--- config.mk ---
export PLATFORM = sky130hd
export DESIGN_NAME = toy_env_mmio_slave
export DESIGN_NICKNAME = d
export VERILOG_FILES = /design/src/rtl/toy_env_mmio_slave.sv
export SDC_FILE = /design/constraint.sdc
export NUM_CORES = 1
export LEC_CHECK = 0
export BUFFER_PORTS_ARGS = -buffer_cell sky130_fd_sc_hd__buf_2
export CORE_AREA = 2 2 103 105
export CTS_CLUSTER_DIAMETER = 80
export DETAILED_ROUTE_END_ITERATION = 7
export DIE_AREA = 0 0 105 107
export HOLD_SLACK_MARGIN = 0.06
export PLACE_DENSITY = 0.89
export SLEW_MARGIN = 20
export SYNTH_ARGS = -nofsm -noshare
export SYNTH_HDL_FRONTEND = slang
export SYNTH_SLANG_ARGS = --single-unit
--- constraint.sdc ---
create_clock -name clk -period 4.25 [get_ports clk]
set_input_delay 0.425 -clock clk [delete_from_list [all_inputs] [get_ports clk]]
set_output_delay 0.425 -clock clk [all_outputs]
set_load 0.02 [all_outputs]
--- src/rtl/toy_env_mmio_slave.sv ---
// Memory-mapped environment slave: sim finish/putc, msip/meip interrupts, countdown timer, bit-banged JTAG.
// Optional free-running cycle counter at 0x1C is enabled by defining TOY_ENV_CYCLE_CNT_EN.
module toy_env_mmio_slave #(
  parameter int ADDR_WIDTH = 32,
  parameter int DATA_WIDTH = 32
) (
  input  logic                    clk,
  input  logic                    rst_n,
  input  logic                    en,
  input  logic [ADDR_WIDTH-1:0]   addr,
  input  logic                    wr_en,
  input  logic [DATA_WIDTH/8-1:0] wr_byte_en,
  input  logic [DATA_WIDTH-1:0]   wr_data,
  output logic [DATA_WIDTH-1:0]   rd_data,
  output logic                    intr_msip,
  output logic                    intr_meip,
  output logic                    jtag_clk,
  output logic                    jtag_rst_n,
  output logic                    jtag_tms,
  output logic                    jtag_tdi,
  input  logic                    jtag_tdo,
  output logic                    finish_vld,
  output logic [31:0]             finish_code,
  output logic                    putc_vld,
  output logic [7:0]              putc_data
);

  localparam logic [5:0] IDX_SIM_CTRL = 6'd0;
  localparam logic [5:0] IDX_PUTC     = 6'd1;
  localparam logic [5:0] IDX_MSIP     = 6'd2;
  localparam logic [5:0] IDX_MEIP     = 6'd3;
  localparam logic [5:0] IDX_TIMER    = 6'd4;
  localparam logic [5:0] IDX_JTAG     = 6'd5;
  localparam logic [5:0] IDX_TDO      = 6'd6;
  localparam logic [5:0] IDX_CYCLE    = 6'd7;

  function automatic logic [31:0] merge_bytes(input logic [31:0] old_v,
                                              input logic [31:0] new_v,
                                              input logic [3:0]  be);
    logic [31:0] res;
    for (int b = 0; b < 4; b++) begin
      res[b*8 +: 8] = be[b] ? new_v[b*8 +: 8] : old_v[b*8 +: 8];
    end
    return res;
  endfunction

  logic                  wr_s, rd_s, timer_wr_s, expiry_s;
  logic [5:0]            idx_s;
  logic [3:0]            be_s;
  logic [31:0]           wdata_s, rd_mux_s, cycle_s;
  logic                  unused_s;

  logic [31:0]           finish_code_q, finish_code_d;
  logic                  finish_vld_q, finish_vld_d;
  logic [7:0]            putc_data_q, putc_data_d;
  logic                  putc_vld_q, putc_vld_d;
  logic                  msip_q, msip_d;
  logic                  meip_q, meip_d;
  logic [31:0]           timer_q, timer_d;
  logic [3:0]            jtag_q, jtag_d;
  logic [1:0]            tdo_sync_q;
  logic [DATA_WIDTH-1:0] rd_data_q, rd_data_d;

  assign wr_s       = en & wr_en;
  assign rd_s       = en & ~wr_en;
  assign idx_s      = addr[7:2];
  assign be_s       = wr_byte_en[3:0];
  assign wdata_s    = wr_data[31:0];
  assign timer_wr_s = wr_s & (idx_s == IDX_TIMER) & (|be_s);
  // A software write to TIMER pre-empts the natural 1->0 expiry in that cycle.
  assign expiry_s   = (timer_q == 32'd1) & ~timer_wr_s;
  assign unused_s   = ^{addr, wr_data, wr_byte_en};

`ifdef TOY_ENV_CYCLE_CNT_EN
  logic [31:0] cycle_q;

  // Free-running cycle counter, wraps naturally.
  always_ff @(posedge clk or negedge rst_n) begin
    if (!rst_n) begin
      cycle_q <= 32'd0;
    end else begin
      cycle_q <= cycle_q + 32'd1;
    end
  end
  assign cycle_s = cycle_q;
`else
  assign cycle_s = 32'd0;
`endif

  // Read-data multiplexer over the decoded word index.
  always_comb begin
    rd_mux_s = 32'd0;
    case (idx_s)
      IDX_SIM_CTRL: rd_mux_s = finish_code_q;
      IDX_PUTC:     rd_mux_s = 32'd0;
      IDX_MSIP:     rd_mux_s = {31'd0, msip_q};
      IDX_MEIP:     rd_mux_s = {31'd0, meip_q};
      IDX_TIMER:    rd_mux_s = timer_q;
      IDX_JTAG:     rd_mux_s = {28'd0, jtag_q};
      IDX_TDO:      rd_mux_s = {31'd0, tdo_sync_q[1]};
      IDX_CYCLE:    rd_mux_s = cycle_s;
      default:      rd_mux_s = 32'd0;
    endcase
  end

  // Next-state for all registers: timer decrement, bus writes, expiry, read capture.
  always_comb begin
    finish_code_d = finish_code_q;
    finish_vld_d  = 1'b0;
    putc_data_d   = putc_data_q;
    putc_vld_d    = 1'b0;
    msip_d        = msip_q;
    meip_d        = meip_q;
    jtag_d        = jtag_q;
    rd_data_d     = rd_data_q;
    if (timer_q != 32'd0) begin
      timer_d = timer_q - 32'd1;
    end else begin
      timer_d = timer_q;
    end
    if (wr_s) begin
      case (idx_s)
        IDX_SIM_CTRL: begin
          if (|be_s) begin
            finish_code_d = merge_bytes(finish_code_q, wdata_s, be_s);
            finish_vld_d  = 1'b1;
          end else begin
            finish_vld_d  = 1'b0;
          end
        end
        IDX_PUTC: begin
          if (be_s[0]) begin
            putc_data_d = wdata_s[7:0];
            putc_vld_d  = 1'b1;
          end else begin
            putc_vld_d  = 1'b0;
          end
        end
        IDX_MSIP: msip_d = be_s[0] ? wdata_s[0] : msip_q;
        IDX_MEIP: meip_d = be_s[0] ? wdata_s[0] : meip_q;
        IDX_TIMER: begin
          if (|be_s) begin
            timer_d = merge_bytes(timer_q, wdata_s, be_s);
          end else begin
            timer_d = timer_d;
          end
        end
        IDX_JTAG: jtag_d = be_s[0] ? wdata_s[3:0] : jtag_q;
        default: ;
      endcase
    end else begin
      jtag_d = jtag_q;
    end
    // Expiry overrides a same-cycle software clear of MEIP.
    if (expiry_s) begin
      meip_d = 1'b1;
    end else begin
      meip_d = meip_d;
    end
    if (rd_s) begin
      rd_data_d       = {DATA_WIDTH{1'b0}};
      rd_data_d[31:0] = rd_mux_s;
    end else begin
      rd_data_d = rd_data_q;
    end
  end

  // State registers.
  always_ff @(posedge clk or negedge rst_n) begin
    if (!rst_n) begin
      finish_code_q <= 32'd0;
      finish_vld_q  <= 1'b0;
      putc_data_q   <= 8'd0;
      putc_vld_q    <= 1'b0;
      msip_q        <= 1'b0;
      meip_q        <= 1'b0;
      timer_q       <= 32'd0;
      jtag_q        <= 4'd0;
      rd_data_q     <= {DATA_WIDTH{1'b0}};
    end else begin
      finish_code_q <= finish_code_d;
      finish_vld_q  <= finish_vld_d;
      putc_data_q   <= putc_data_d;
      putc_vld_q    <= putc_vld_d;
      msip_q        <= msip_d;
      meip_q        <= meip_d;
      timer_q       <= timer_d;
      jtag_q        <= jtag_d;
      rd_data_q     <= rd_data_d;
    end
  end

  // Two-flop synchronizer for the asynchronous TDO pin.
  always_ff @(posedge clk or negedge rst_n) begin
    if (!rst_n) begin
      tdo_sync_q <= 2'b00;
    end else begin
      tdo_sync_q <= {tdo_sync_q[0], jtag_tdo};
    end
  end

  assign rd_data     = rd_data_q;
  assign intr_msip   = msip_q;
  assign intr_meip   = meip_q;
  assign jtag_clk    = jtag_q[0];
  assign jtag_tms    = jtag_q[1];
  assign jtag_tdi    = jtag_q[2];
  assign jtag_rst_n  = jtag_q[3];
  assign finish_vld  = finish_vld_q;
  assign finish_code = finish_code_q;
  assign putc_vld    = putc_vld_q;
  assign putc_data   = putc_data_q;

endmodule

# Word-level counts from Yosys, hierarchy flattened
# Cells that the tools add are included.
# word_totals
register_bits	114
elab_cells	68
# classes
n_addsub	1
eq_ne	11
muxes	19
bitwise_logic	7
reduce_logical	14
# ops
op	count
case mux 32 bit (6 select lines)	1
two-way mux 32 bit	4
== test 32 x 1 -> 1 bit, second input constant	1
two-way mux 8 bit	4
nonzero test 32 bit	1
subtractor 32 x 1 -> 32 bit, second input constant	1
== test 6 x 3 -> 1 bit, second input constant	3
!= test 4 bit, second input constant	4
AND reduction 4 bit	4
== test 6 x 2 -> 1 bit, second input constant	2
AND reduction 3 bit	4
two-way mux 1 bit	10
== test 6 x 1 -> 1 bit, second input constant	1
logical NOT 6 bit	1
nonzero test 2 bit	3
bitwise AND 1 bit	5
OR reduction 4 bit	1
NOT 1 bit	2

# Longest topological paths before layout
# logic_depth
depth_word	7
depth_mapped	10

# Worst setup path before layout
# OpenSTA, ideal clock, no wires.
# synth_timing
path_type	reg-to-reg
startpoint	register timer_q[3]
endpoint	register timer_q[28]
setup_time_ns	0.133
arrival_time_ns	2.297
required_ns	4.117
slack_ns	1.820
path_stages_with_launch	8
n_path_buf	2
period_less_slack_ns	2.430
cell_sequence	dfrtp_1 > buf_6 > or4_4 > or4_4 > or2_1 > buf_2 > a2111oi_2 > a31oi_1
# synth_between
elab_chain_len	5
word_cells_on_any_way	6
classes_between	add/sub (1); mux (4); reduce/logical (1)
# synth_lines
item	line	text
start: declaration	59	logic [31:0] timer_q, timer_d;
start signal: assignment	187	timer_q <= timer_d;
subtractor 32 x 1 -> 32 bit or nonzero test 32 bit (tied branches)	117, 116	
two-way mux 32 bit *	116	if (timer_q != 32'd0) begin
two-way mux 32 bit	142	if (|be_s) begin
two-way mux 32 bit	122	case (idx_s)
two-way mux 32 bit *	121	if (wr_s) begin
# Every way passes the cells marked *; elsewhere a longest branch is shown, timed or not.
# A chain may end at the register's enable or synchronous reset.

# Worst setup path after layout
# layout_timing
startpoint	register timer_q[3]
endpoint	register timer_q[18]
# Same word-level chain as after synthesis.

==> flow_metrics.env <==
export IMPL_clk_latency_ps=520
export IMPL_status="finished clean"
export IMPL_synth_seq_cells=114
export IMPL_grt_pass1_vias=5047
export IMPL_rrSetupSlack_ps=1590
export IMPL_row_count=37
export IMPL_max_vdd_ir_drop_mv=0.240
export IMPL_grt_max_degree=87
export IMPL_rsz0062_at_grt="no"
export IMPL_critPathLaunchType="flip-flop"
export IMPL_setup_viol=0
export IMPL_ys_seq_area_frac=0.510
export IMPL_cp_max_fo=9
export IMPL_antenna_found_initial=0
export IMPL_track_usage=0.279
export IMPL_finClkSkew_ps=8.21
export IMPL_synth_fp_nets=609
export IMPL_cts_buffers=17
export IMPL_stdcell_area_um2=6940
export IMPL_syn_area_per_cell_um2=10.5
export IMPL_gp_congestion=0.891
export IMPL_core_area_um2=10100
export IMPL_cp_end_kind="flip-flop"
export IMPL_num_antenna_cells=0
export IMPL_drt_pass1_iter_count=7
export IMPL_dpl_instance_area_um2=6290
export IMPL_synth_cell_type_count=57
export IMPL_post_cts_setup_buffers=0
export IMPL_area_growth_pct=24.1
export IMPL_place_ws_ps=1350
export IMPL_drc=0
export IMPL_met3_usage=0.0505
export IMPL_required_ps=4680
export IMPL_synth_edf_count=0
export IMPL_cts_htree_levels=4
export IMPL_port_buffers=126
export IMPL_fin_nets=726
export IMPL_clk_root_buffer_cell="clkbuf_8"
export IMPL_drive_gt1_frac=0.324
export IMPL_fin_setup_tns_ps=0
export IMPL_drtIter0Drc=416
export IMPL_cts_sinks=114
export IMPL_hp_class="in2reg"
export IMPL_start_util=0.554
export IMPL_ant_nets=0
export IMPL_pin_count=153
export IMPL_ys_warn_count=0
export IMPL_finalWorstSetupSlack_ps=1590
export IMPL_die_w_um=105
export IMPL_gr_usage_met1=0.359
export IMPL_tritoncts="built"
export IMPL_dieArea_um2=11200
export IMPL_netlist_area_um2=5590
export IMPL_tightest_slew_ps=999
export IMPL_clk_path_buf_depth=2
export IMPL_ys_flop_type="dfrtp_1"
export IMPL_vias=5003
export IMPL_power_leakage_nw=3.26
export IMPL_fin_crit_sh=0.626
export IMPL_met2_usage=0.464
export IMPL_slew_viol_final=0
export IMPL_grt_pass1_wl_um=24900
export IMPL_syn_instance_count=533
export IMPL_wirelength_um=15200
export IMPL_top_usage_layer="met2"
export IMPL_max_cap_violations=0
export IMPL_vias_per_cell=6.26
export IMPL_powerDensity_nw_per_um2=438
export IMPL_total_power_mw=3.04
export IMPL_async_flop_share=1.00
export IMPL_clkTransAtPathRegs_ps=60
export IMPL_fillers=774
export IMPL_period_needed_ps=2660
export IMPL_max_slew_margin=0.334
export IMPL_path_class="reg2reg"
export IMPL_routedWlPerCell_um=19.0
export IMPL_dpl_hpwl_um=10300
export IMPL_overflow=0
export IMPL_max_freq_mhz=376
export IMPL_hold_viol_final=0
export IMPL_fp_dieH_um=107
export IMPL_cp_data_arrival_time_ps=3090
## cell families after synthesis
family / synth area share
AND/OR/NAND/NOR: 0.167
AO/OA/AOI/OAI: 0.181
flip-flops: 0.510
multiplexers: 0.101
buffers and inverters: 0.0322
adder cells (fa/ha/maj): 0.00671
XOR/XNOR: 0.00157
## stage by stage
stage / hold slack (ps) / util / instances
2_1_floorplan: 129 / - / 533
3_3_place_gp: 334 / 0.623 / 765
3_5_place_dp: 354 / 0.623 / 765
4_1_cts: 132 / 0.686 / 798
5_1_grt: 153 / 0.687 / 799
6_report: 138 / 0.687 / 799
## power by group
group          switching [mW]  leakage (nW)  internal (mW)  total (mW)
clock                   0.519         0.296          0.982        1.50
sequential             0.0900          1.51           1.15        1.24
combinational           0.178          1.45          0.124       0.302
## timing repair
item                                   4_1_cts  5_1_grt
hold buffers                                 1        1
gates resized for setup                      0        0
endpoints found under the hold margin        1       85
## metal layers
metal  vias to the layer above  wire length, µm
met2                       235             7720
li1                       2268                -
met5                         -                0
met3                        41              945
met1                      2459             6160
met4                         0              402
## synthesized netlist by cell type, types with 7 or more instances
| cell | number | share of area |
|---|---|---|
| nor3_1 | 18 | 0.016 |
| nor4_1 | 10 | 0.011 |
| nor2_1 | 32 | 0.021 |
| a211oi_1 | 7 | 0.0094 |
| nand2_1 | 51 | 0.034 |
| or4_1 | 7 | 0.0094 |
| clkbuf_1 | 28 | 0.019 |
| o21ai_0 | 40 | 0.036 |
| and2_1 | 8 | 0.0090 |
| dfrtp_1 | 114 | 0.51 |
| or3_1 | 10 | 0.011 |
| nand3_1 | 11 | 0.0098 |
| inv_1 | 8 | 0.0054 |
| a22oi_1 | 32 | 0.043 |
| a311oi_1 | 14 | 0.022 |
| mux2_2 | 45 | 0.091 |
## worst max-delay path: stages, from the launching register on
cell	delay, ps
dfrtp_1	480
or4_4	570
or4_4	540
a211oi_2	560
a311oi_1	190
nor3_1	220
## cell type report
type	instances	area, µm²	area share
flip-flops and latches	114	2850	0.411
clock buffers	19	442	0.0637
clock inverters	13	183	0.0263
multi-input cells	375	2560	0.369
repair buffers	134	702	0.101
well taps	136	170	0.0245
inverters	8	30.0	0.00433
## flip-flops by register name, summed over array words and instances, names as in the netlist
register,flops
intr_msip,1
putc_data,8
tdo_sync_q,2
rd_data,32
timer_q,32
finish_code,32
finish_vld,1
intr_meip,1
putc_vld,1
jtag_q,4
## path summary, 6_finish.rpt
| kind | cells after the start | endpoint | start |
|---|---|---|---|
| min in group asynchronous | 2 | rd_data[29]$_DFFE_PN0P_ | rst_n |
| max in group asynchronous | 3 | finish_code[17]$_DFFE_PN0P_ | rst_n |
| setup reg to reg | 5 | timer_q[18]$_DFFE_PN0P_ | timer_q[3]$_DFFE_PN0P_ |
| hold / removal | 3 | timer_q[16]$_DFFE_PN0P_ | wr_data[16] |
| setup / recovery | 5 | timer_q[18]$_DFFE_PN0P_ | timer_q[3]$_DFFE_PN0P_ |
| hold reg to reg | 0 | tdo_sync_q[1]$_DFF_PN0_ | tdo_sync_q[0]$_DFF_PN0_ |
## cell usage in the layout, fill, tap and decap left out, types with 4 or more instances in the layout
master | netlist | routed
dfrtp_1 | 114 | 114
and3_1 | 4 | 4
a211o_1 | 4 | 4
nor4_1 | 10 | 10
mux2i_1 | 6 | 6
a311oi_1 | 14 | 14
or4_1 | 7 | 7
buf_2 | 6 | 125
nor3_1 | 18 | 18
buf_4 | 0 | 6
o21ai_0 | 40 | 40
mux2_2 | 45 | 45
a22oi_1 | 32 | 32
clkbuf_16 | 0 | 16
nor2_1 | 32 | 32
or3_1 | 10 | 10
nand2b_1 | 4 | 4
a21oi_1 | 5 | 5
o211ai_1 | 4 | 4
nand2_1 | 51 | 51
clkinvlp_4 | 0 | 4
inv_1 | 8 | 8
and2_1 | 8 | 8
a211oi_1 | 7 | 7
a222oi_1 | 4 | 4
nand4_1 | 6 | 6
nand3_1 | 11 | 11
nor2b_1 | 4 | 4
nand3b_1 | 4 | 4
bufinv_16 | 0 | 4
(Power assumes the default switching activity.)
